$ cat config.mk
export PLATFORM = sky130hd
export DESIGN_NAME = mem_arbiter
export DESIGN_NICKNAME = d
export VERILOG_FILES = /design/src/rtl/mem_arbiter.sv
export SDC_FILE = /design/constraint.sdc
export NUM_CORES = 1
export LEC_CHECK = 0
export CORE_UTILIZATION = 45
export CTS_BUF_LIST = sky130_fd_sc_hd__clkbuf_4 sky130_fd_sc_hd__clkbuf_8
export CTS_CLUSTER_DIAMETER = 40
export DETAILED_ROUTE_END_ITERATION = 8
export GPL_TIMING_DRIVEN = 1
export HOLD_SLACK_MARGIN = 0.02
export PLACE_DENSITY_LB_ADDON = 0.15
export SYNTH_ARGS = -nofsm -noshare
export SYNTH_HDL_FRONTEND = slang
export SYNTH_SLANG_ARGS = --single-unit
$ cat constraint.sdc
create_clock -name CLK -period 7.07 [get_ports CLK]
set_input_delay 1.414 -clock CLK [delete_from_list [all_inputs] [get_ports CLK]]
set_output_delay 1.414 -clock CLK [all_outputs]
set_load 0.1 [all_outputs]
$ cat src/rtl/mem_arbiter.sv
// Two-port mmu arbiter: data-over-fetch priority with a fetch starvation guard.
// Optional WAIT timeout abort is enabled by defining MEM_ARB_TIMEOUT_EN.
module mem_arbiter #(
  parameter int STARVE_MAX     = 3,
  parameter int TIMEOUT_CYCLES = 255
) (
  input  logic        CLK,
  input  logic        RST,
  input  logic        fReq,
  input  logic [31:0] fAddr,
  output logic        fAck,
  output logic [31:0] fRdata,
  input  logic        dReq,
  input  logic        dWe,
  input  logic [31:0] dAddr,
  input  logic [31:0] dWdata,
  input  logic [3:0]  dByteena,
  output logic        dAck,
  output logic [31:0] dRdata,
  output logic        mReq,
  output logic        mWe,
  output logic [31:0] mAddr,
  output logic [31:0] mWdata,
  output logic [3:0]  mByteena,
  input  logic        mDone,
  input  logic [31:0] mRdata,
  output logic        busy,
  output logic        timeoutErr
);

  localparam logic [1:0] S_IDLE  = 2'd0;
  localparam logic [1:0] S_ISSUE = 2'd1;
  localparam logic [1:0] S_WAIT  = 2'd2;
  localparam logic [1:0] S_RESP  = 2'd3;

  localparam bit TO_RANGE_OK =
    (TIMEOUT_CYCLES >= 1) && (TIMEOUT_CYCLES <= 65535);

  logic [1:0]  r_state;
  logic        r_own_d;
  logic        r_we;
  logic [31:0] r_addr;
  logic [31:0] r_wdata;
  logic [3:0]  r_be;
  logic [3:0]  r_starve;
  logic [31:0] r_frdata;
  logic [31:0] r_drdata;

  logic w_force_f;
  logic w_grant_d;
  logic w_tout;

  // Fetch overrides data once it has lost STARVE_MAX times in a row
  assign w_force_f = (STARVE_MAX > 0) && fReq &&
                     (r_starve == 4'(STARVE_MAX));
  assign w_grant_d = dReq && !w_force_f;

`ifdef MEM_ARB_TIMEOUT_EN
  logic [15:0] r_tcnt;
  logic        r_terr;

  assign w_tout = TO_RANGE_OK && (r_state == S_WAIT) && !mDone &&
                  ((r_tcnt + 16'd1) == 16'(TIMEOUT_CYCLES));

  always_ff @(posedge CLK or posedge RST) begin
    if (RST) begin
      r_tcnt <= '0;
      r_terr <= 1'b0;
    end else begin
      if (r_state == S_ISSUE)
        r_tcnt <= '0;
      else if (r_state == S_WAIT)
        r_tcnt <= r_tcnt + 16'd1;
      if (w_tout)
        r_terr <= 1'b1;
    end
  end

  assign timeoutErr = r_terr;
`else
  assign w_tout     = 1'b0 & TO_RANGE_OK;
  assign timeoutErr = 1'b0;
`endif

  always_ff @(posedge CLK or posedge RST) begin
    if (RST) begin
      r_state  <= S_IDLE;
      r_own_d  <= 1'b0;
      r_we     <= 1'b0;
      r_addr   <= '0;
      r_wdata  <= '0;
      r_be     <= '0;
      r_starve <= '0;
      r_frdata <= '0;
      r_drdata <= '0;
    end else begin
      case (r_state)
        S_IDLE: begin
          if (fReq || dReq) begin
            r_state <= S_ISSUE;
            r_own_d <= w_grant_d;
            r_we    <= w_grant_d && dWe;
            r_addr  <= w_grant_d ? dAddr : fAddr;
            r_wdata <= w_grant_d ? dWdata : 32'd0;
            r_be    <= w_grant_d ? dByteena : 4'hF;
            if (!w_grant_d)
              r_starve <= '0;
            else if (fReq && r_starve != 4'hF)
              r_starve <= r_starve + 4'd1;
          end
        end
        S_ISSUE: r_state <= S_WAIT;
        S_WAIT: begin
          if (mDone || w_tout) begin
            r_state <= S_RESP;
            if (r_own_d)
              r_drdata <= mDone ? mRdata : 32'hDEADBEEF;
            else
              r_frdata <= mDone ? mRdata : 32'hDEADBEEF;
          end
        end
        S_RESP:  r_state <= S_IDLE;
        default: r_state <= S_IDLE;
      endcase
    end
  end

  assign mReq     = (r_state == S_ISSUE);
  assign mWe      = r_we;
  assign mAddr    = r_addr;
  assign mWdata   = r_wdata;
  assign mByteena = r_be;
  assign busy     = (r_state != S_IDLE);
  assign fAck     = (r_state == S_RESP) && !r_own_d;
  assign dAck     = (r_state == S_RESP) && r_own_d;
  assign fRdata   = r_frdata;
  assign dRdata   = r_drdata;

endmodule

### Word-level counts from Yosys, hierarchy flattened

Index checks and enable logic that the tools add are counted.
Widths: inputs -> output; s select.

| storage, ports and cells | value |
|---|---|
| logic and storage cells | 43 |
| register bits after elaboration | 140 |
| memory bits (read-only) | 0 |
| memories kept | 0 |
| input bits | 138 |
| bits in latches | 0 |
| output and inout port bits | 138 |
| RAM bits | 0 |

| operators by class | value |
|---|---|
| multiply operators | 0 |
| bitwise logic cells | 1 |
| eq/ne operators | 8 |
| reductions and logical operators | 16 |
| div/mod/pow operators | 0 |
| muxes and demuxes | 8 |
| add/sub/neg operators | 1 |
| shift-type cells | 0 |
| order comparisons | 0 |

Operators by type and width:

| operator | count |
|---|---|
| $mux 32 | 2 |
| $mux 4 | 3 |
| $reduce_and 3->1 | 3 |
| $pmux 2 s4 | 1 |
| $logic_and 1x1->1 | 6 |
| $add 4x1->4 const B | 1 |
| $eq 2x2->1 const B | 2 |
| $eq 4x2->1 const B | 1 |
| $mux 2 | 2 |
| $ne 2x2->1 const B | 2 |
| $ne 4x4->1 const B | 1 |
| $reduce_and 2->1 | 2 |
| $eq 2x1->1 const B | 1 |
| $logic_not 1->1 | 2 |
| $logic_not 2->1 | 1 |
| $ne 2x1->1 const B | 1 |
| $reduce_bool 2->1 | 1 |
| $logic_or 1x1->1 | 1 |
| $not 1->1 | 1 |

### Logic depth before layout (Yosys ltp)

Gate-level depths: netlist of run 1.

| logic depth | value |
|---|---|
| depth in word-level cells | 6 |
| gate-level depth with buffers | 8 |
| gate-level depth less buffers | 5 |

### Worst setup path after synthesis of run 1

Ideal clock, no wire load.

| timing | value |
|---|---|
| path kind | reg2out |
| from | register r_state[0] |
| to | output port fAck |
| arrival time | 1,879 ps |
| stages on the path, launching flop included | 3 |
| setup slack | 3,777 ps |
| data required time | 5,656 ps |
| path through | dfrtp_1 > ha_1 > nor2b_1 |

| between the ends | value |
|---|---|
| longest elaborated chain between the ends | 2 |

RTL lines:

| element | RTL line | source |
|---|---|---|
| from (decl) | 39 | `logic [1:0] r_state;` |
| from (signal assigned) | 87 | `r_state <= S_IDLE;` |
| from (signal assigned) | 100 | `r_state <= S_ISSUE;` |
| from (signal assigned) | 112 | `S_ISSUE: r_state <= S_WAIT;` |
| $eq 2x2->1 | 134 | `assign fAck = (r_state == S_RESP) && !r_own_d;` |
| $logic_and 1x1->1 | 134 |  |
| to (decl) | 11 | `output logic fAck,` |

Every way passes these cells.

### Worst setup path in the final report of run 1

| timing | value |
|---|---|
| from | register r_state[0] |
| to | output port busy |

| between the ends | value |
|---|---|
| longest elaborated chain between the ends | 1 |

RTL lines:

| element | RTL line | source |
|---|---|---|
| $reduce_bool 2->1 | 133 | `assign busy = (r_state != S_IDLE);` |
| to (decl) | 27 | `output logic busy,` |

Every way passes these cells.

==> results of run 1 <==
==> state kept, by name, summed over array words and instances (netlist names) <==
register,cells
dRdata,32
fRdata,32
mAddr,32
mByteena,4
mWdata,32
mWe,1
r_own_d,1
r_starve,4
r_state,2
==> worst paths after layout <==
| kind | start | end | slack (ps) | cells after the start |
|---|---|---|---|---|
| max | r_state[0] | busy | 3020 | 5 |
| min | mAddr[27] | mAddr[27] | 500 | 2 |
| max reg2reg | r_starve[0] | mWdata[16] | 4890 | 5 |
| min reg2reg | mAddr[27] | mAddr[27] | 500 | 2 |
| max in group asynchronous | RST | mAddr[30] | 4270 | 3 |
| min in group asynchronous | RST | fRdata[18] | 1430 | 2 |
==> cell families after synthesis <==
group	count (synthesis)	share of synthesized area, %
muxes	66	12.9
adders and majority gates	5	1.08
DFF	140	60.6
other	1	0.0649
xor gates and xnor gates	1	0.152
AOI/OAI and AO/OA	79	11.3
and+or+nand+nor	114	9.57
buffers and inverters	43	4.33
==> area by class of cell <==
class	count	area share, %
sequential	140	38.9
timing repair buffer	282	31.2
multi-input combinational	266	22.6
clock buffer	18	2.75
tap	172	2.39
clock inverter	14	1.86
inverter	5	0.264
==> worst max-delay path, stage by stage (launching register included) <==
cell,delay (ps)
dfrtp_1,400
inv_1,80
ha_1,190
buf_4,250
inv_1,120
clkdlybuf4s50_1,1160
==> cells in the mapped netlist (all sizes together) <==
library cell / n / share of area (%)
and4: 1 / 0.15
nand4bb: 1 / 0.19
a21oi: 1 / 0.087
mux2: 66 / 13
nand4: 32 / 3.5
a311o: 1 / 0.17
or2: 1 / 0.11
a22o: 35 / 5.3
o21ai: 3 / 0.26
conb: 1 / 0.065
buf: 22 / 3.0
o211ai: 32 / 4.4
o32a: 1 / 0.17
dfrtp: 140 / 61
nor3: 1 / 0.087
and3: 1 / 0.19
nand3b: 1 / 0.13
ha: 5 / 1.1
nand2: 68 / 4.4
inv: 5 / 0.32
and2: 2 / 0.26
nand3: 4 / 0.35
nor2b: 2 / 0.22
o22a: 5 / 0.76
xnor2: 1 / 0.15
o21a: 1 / 0.13
clkbuf: 16 / 1.0
==> through the flow <==
step	std cells	hold slack, ps	utilization [%]
6_report	897	497	71.6
5_1_grt	897	516	71.6
4_1_cts	897	502	71.6
3_5_place_dp	865	481	68.3
3_3_place_gp	865	480	68.3
2_1_floorplan	449	496	-
==> routing by layer <==
metal,share of wire [%],vias up,routed length [um],GRT usage (%)
met5,0,-,0,0
met4,2.2,0,345,10.0
met3,6.5,21,1030,6.11
met2,52,200,8140,41.7
met1,40,2313,6280,28.5
li1,-,2154,-,-
==> metrics.md, run 1 <==
| Metric | Value |
|---|---|
| Status | finished, final reports clean |
| Area growth syn-to-layout | 55.7% |
| CP arrival | 2630 ps |
| WS Path Type | reg -> out |
| Die Y | 115 um |
| Clock Pin Slew Worst Setup and Hold Paths | 80 ps |
| Pin count of the biggest net entering global routing | 75 |
| Remaining DRCs | 0 |
| Unrepaired setup endpoints after global routing | false |
| Critical Path Source Type | register |
| Most frequent cells in the layout | clkdlybuf4s50_1, dfrtp_1, nand2_1 |
| Final Hold Viols | 0 |
| WL final | 15.8 mm |
| Crit-path max FO | 40 |
| Syn avg cell area | 12.9 um2 |
| HP Class | reg -> reg |
| Final setup viols | 0 |
| Placer Congestion | 0.834 |
| Root buffer cell | clkbuf_8 |
| Placed cell areas | 8580 um2 |
| Sequential fraction of the synthesis area | 60.6% |
| CTS tree | yes |
| Die ar. | 13300 um2 |
| First-pass GRT wire length | 24.2 mm |
| GRT overflow | 0 |
| Die X | 115 um |
| Fmax | 0.247 GHz |
| Clock Sinks | 140 |
| Yosys Warn Count | 0 |
| Synthesized cell area | 5780 um2 |
| Post-Place Setup Slack | 3450 ps |
| Avg WL per Cell | 17.6 um |
| Vias | 4688 |
| Drt pass-1 iters | 4 |
| Post-CTS Resized | 0 |
| Clk_skew | 12.2 ps |
| Design Area, Final | 9000 um2 |
| Required time worst endpoint | 5660 ps |
| Total negative slack | 0 ps |
| Total CTS buffers | 17 |
| Most common library cell in the layout ignoring fill and taps | clkdlybuf4s50_1 |
| Initial Utilization | 46.0% |
| Instance count of the mapped netlist | 449 |
| Layout Nets | 855 |
| Period utilization | 57.2% |
| MaxCap Viol Count | 0 |
| Cell variety after synth | 31 |
| Max Slew Vio Count | 0 |
| Final ANT Viol Nets | 0 |
| Layout cell share with drive strength beyond 1 | 15.7% |
| Register area | 3500 um2 |
| CTS H-Tree Depth | 4 |
| Worst slew margin | 30.2% |
| FF+latch count, synth | 140 |
| Final min period | 4050 ps |
| Clock latency on the worst-skew pair | 430 ps |
| Fill cell count | 914 |
| Post-synth net total | 592 |
| Multi-input logic area | 2040 um2 |
| CP Capture Type | output pin |
| Core box area | 12600 um2 |
| Initial antenna violation count | 0 |
| Vias per cell | 5.23 |
| Vias in the first global route | 4696 |
| Diodes inserted | 0 |
| Tightest Pin Transition | 1040 ps |
| Port bufs | 274 |
| Hold_buf cts | 0 |
| Dpl hpwl | 11.3 mm |
| Postcts setup bufs | 0 |
| All-Layer GR Usage | 24.1% |
| Worst setup margin | 3020 ps |
| CTS Buffer Depth | 2 |
| DRT iter0 DRCs | 361 |
| # rows | 41 |
| I/O pin count | 276 |
Power of run 1 is left out: the tool's default activity adds up to more than one toggle a clock period on the data nets, which glitch-free logic cannot reach.
==> inputs of run 2 (changes only) <==
- CORE_UTILIZATION: 45 -> 42
- clock period: 7.07 -> 4.1 ns (I/O delays scaled with it)
==> run 2 against run 1 <==
Compared with the run above: design area grew 1.3%; worst hold slack got worse by 6.6 ps; global-route usage down 0.45 points; routed wire length grew 2.2%; sequential share of layout area is 0.50 points lower; non-clock buffer count is 2 higher; register-to-register slack got worse by 3300 ps; cell count is 0.56% higher; via count rose by 1.4%; flip-flop and latch count is the same; critical endpoint is now fAck.
==> metrics.md, run 2 (synthesized netlist as in run 1, its figures left out) <==
| Metric | Value |
|---|---|
| Status | finished, final reports clean (unchanged) |
| Die ar. | 14200 um2 (was 13300 um2) |
| All-Layer GR Usage | 23.6% (was 24.1%) |
| Final Hold Viols | 0 (unchanged) |
| GRT overflow | 0 (unchanged) |
| Total CTS buffers | 17 (unchanged) |
| Vias in the first global route | 4923 (was 4696) |
| WS Path Type | reg -> out (unchanged) |
| Port bufs | 274 (unchanged) |
| Diodes inserted | 0 (unchanged) |
| CTS Buffer Depth | 2 (unchanged) |
| Total negative slack | 0 ps (unchanged) |
| Final min period | 3160 ps |
| Critical Path Source Type | register (unchanged) |
| Layout Nets | 857 (was 855) |
| Clock Pin Slew Worst Setup and Hold Paths | 80 ps (about the same) |
| CP arrival | 2340 ps (was 2630 ps) |
| Unrepaired setup endpoints after global routing | false (unchanged) |
| Post-CTS Resized | 0 (unchanged) |
| MaxCap Viol Count | 0 (unchanged) |
| Register area | 3500 um2 (unchanged) |
| Period utilization | 77.1% |
| Most frequent cells in the layout | clkdlybuf4s50_1, dfrtp_1, nand2_1 (unchanged) |
| Clock Sinks | 140 (unchanged) |
| Fill cell count | 1009 (was 914) |
| # rows | 42 (was 41) |
| Fmax | 0.316 GHz |
| Pin count of the biggest net entering global routing | 81 (was 75) |
| Die Y | 119 um (was 115 um) |
| Multi-input logic area | 2040 um2 (unchanged) |
| Area growth syn-to-layout | 57.7% (was 55.7%) |
| Final setup viols | 0 (unchanged) |
| Most common library cell in the layout ignoring fill and taps | clkdlybuf4s50_1 (unchanged) |
| Crit-path max FO | 4 (was 40) |
| Placer Congestion | 0.792 (was 0.834) |
| WHS Endpoint | mAddr[16] (was mAddr[27]) |
| Clk_skew | 13.6 ps (was 12.2 ps) |
| CTS H-Tree Depth | 4 (unchanged) |
| Clock latency on the worst-skew pair | 440 ps (was 430 ps) |
| Tightest Pin Transition | 1050 ps (was 1040 ps) |
| Reg2Reg Setup Slack | 1640 ps (was 4890 ps) |
| Drt pass-1 iters | 4 (unchanged) |
| Hold depth | 2 (unchanged) |
| Hold_buf cts | 0 (unchanged) |
| FF-to-FF path depth | 6 (was 5) |
| CTS tree | yes (unchanged) |
| Hold_sp | mAddr[16] (was mAddr[27]) |
| Remaining DRCs | 0 (unchanged) |
| I/O pin count | 276 (unchanged) |
| CP Capture Type | output pin (unchanged) |
| Dpl hpwl | 11.6 mm (was 11.3 mm) |
| Final ANT Viol Nets | 0 (unchanged) |
| RR Startpoint | r_state[0] (was r_starve[0]) |
| Initial Utilization | 43.3% (was 46.0%) |
| Worst slew margin | 30.1% (was 30.2%) |
| HP Class | reg -> reg (unchanged) |
| Required time worst endpoint | 3280 ps (was 5660 ps) |
| WL final | 16.1 mm (was 15.8 mm) |
| Vias | 4753 (was 4688) |
| DRT iter0 DRCs | 244 (was 361) |
| Core box area | 13300 um2 (was 12600 um2) |
| Root buffer cell | clkbuf_8 (unchanged) |
| Die X | 119 um (was 115 um) |
| Avg WL per Cell | 17.9 um (was 17.6 um) |
| FF-to-FF End | mAddr[28] (was mWdata[16]) |
| Initial antenna violation count | 0 (unchanged) |
| Postcts setup bufs | 0 (unchanged) |
| First-pass GRT wire length | 25.9 mm (was 24.2 mm) |
| Max Slew Vio Count | 0 (unchanged) |
| Vias per cell | 5.27 (was 5.23) |
| Layout cell share with drive strength beyond 1 | 16.0% (was 15.7%) |
-- run 2: cell types whose count changed in the layout (fill, tap and decap cells not counted), sizes merged --
cell / delta
clkinv: -5
buf: +3
bufinv: +3
clkbuf: +3
inv: -2
clkdlybuf4s50: -1
-- run 2: area by class of cell --
cell class,instances,area share [%]
Clock buffer,21,3.10
Clock inverter,10,2.29
Inverter,5,0.247
Multi-Input combinational cell,266,22.3
Sequential cell,140,38.4
Tap cell,176,2.42
Timing Repair Buffer,284,31.2
-- run 2: worst max-delay path: stages (launching register included) --
cell             delay (ps)
dfrtp_1                 410
ha_1                    180
nor2b_1                 170
clkdlybuf4s50_1        1150
-- run 2: stage by stage --
step | cells | setup slack, ps | hold WS [ps] | cell area, um2 | util, %
5_1_grt | 902 | 829 | 521 | 9110 | 68.3
2_1_floorplan | 449 | 1400 | 496 | 5780 | -
3_3_place_gp | 871 | 1320 | 471 | 8620 | 64.6
3_5_place_dp | 871 | 1220 | 473 | 8620 | 64.6
4_1_cts | 902 | 891 | 499 | 9110 | 68.3
6_report | 902 | 937 | 490 | 9110 | 68.3
-- run 2: routing by layer --
metal | vias up | global-route usage [%] | share of wire [%]
li1 | 2157 | - | -
met1 | 2322 | 27.8 | 40
met4 | 0 | 11.0 | 3.0
met2 | 237 | 39.8 | 50
met3 | 37 | 6.85 | 7.5
met5 | - | 0 | 0
-- run 2: worst max path at each step --
stage | to | start | slack (ps)
floorplan | fAck | r_state[0] | 1400
global placement | mWdata[10] | fReq | 1320
global route | fAck | r_state[1] | 830
finish | fAck | r_state[1] | 940
CTS | fAck | r_state[1] | 890
detailed placement | mAddr[22] | fReq | 1220
Power of run 2 is left out for the same reason.
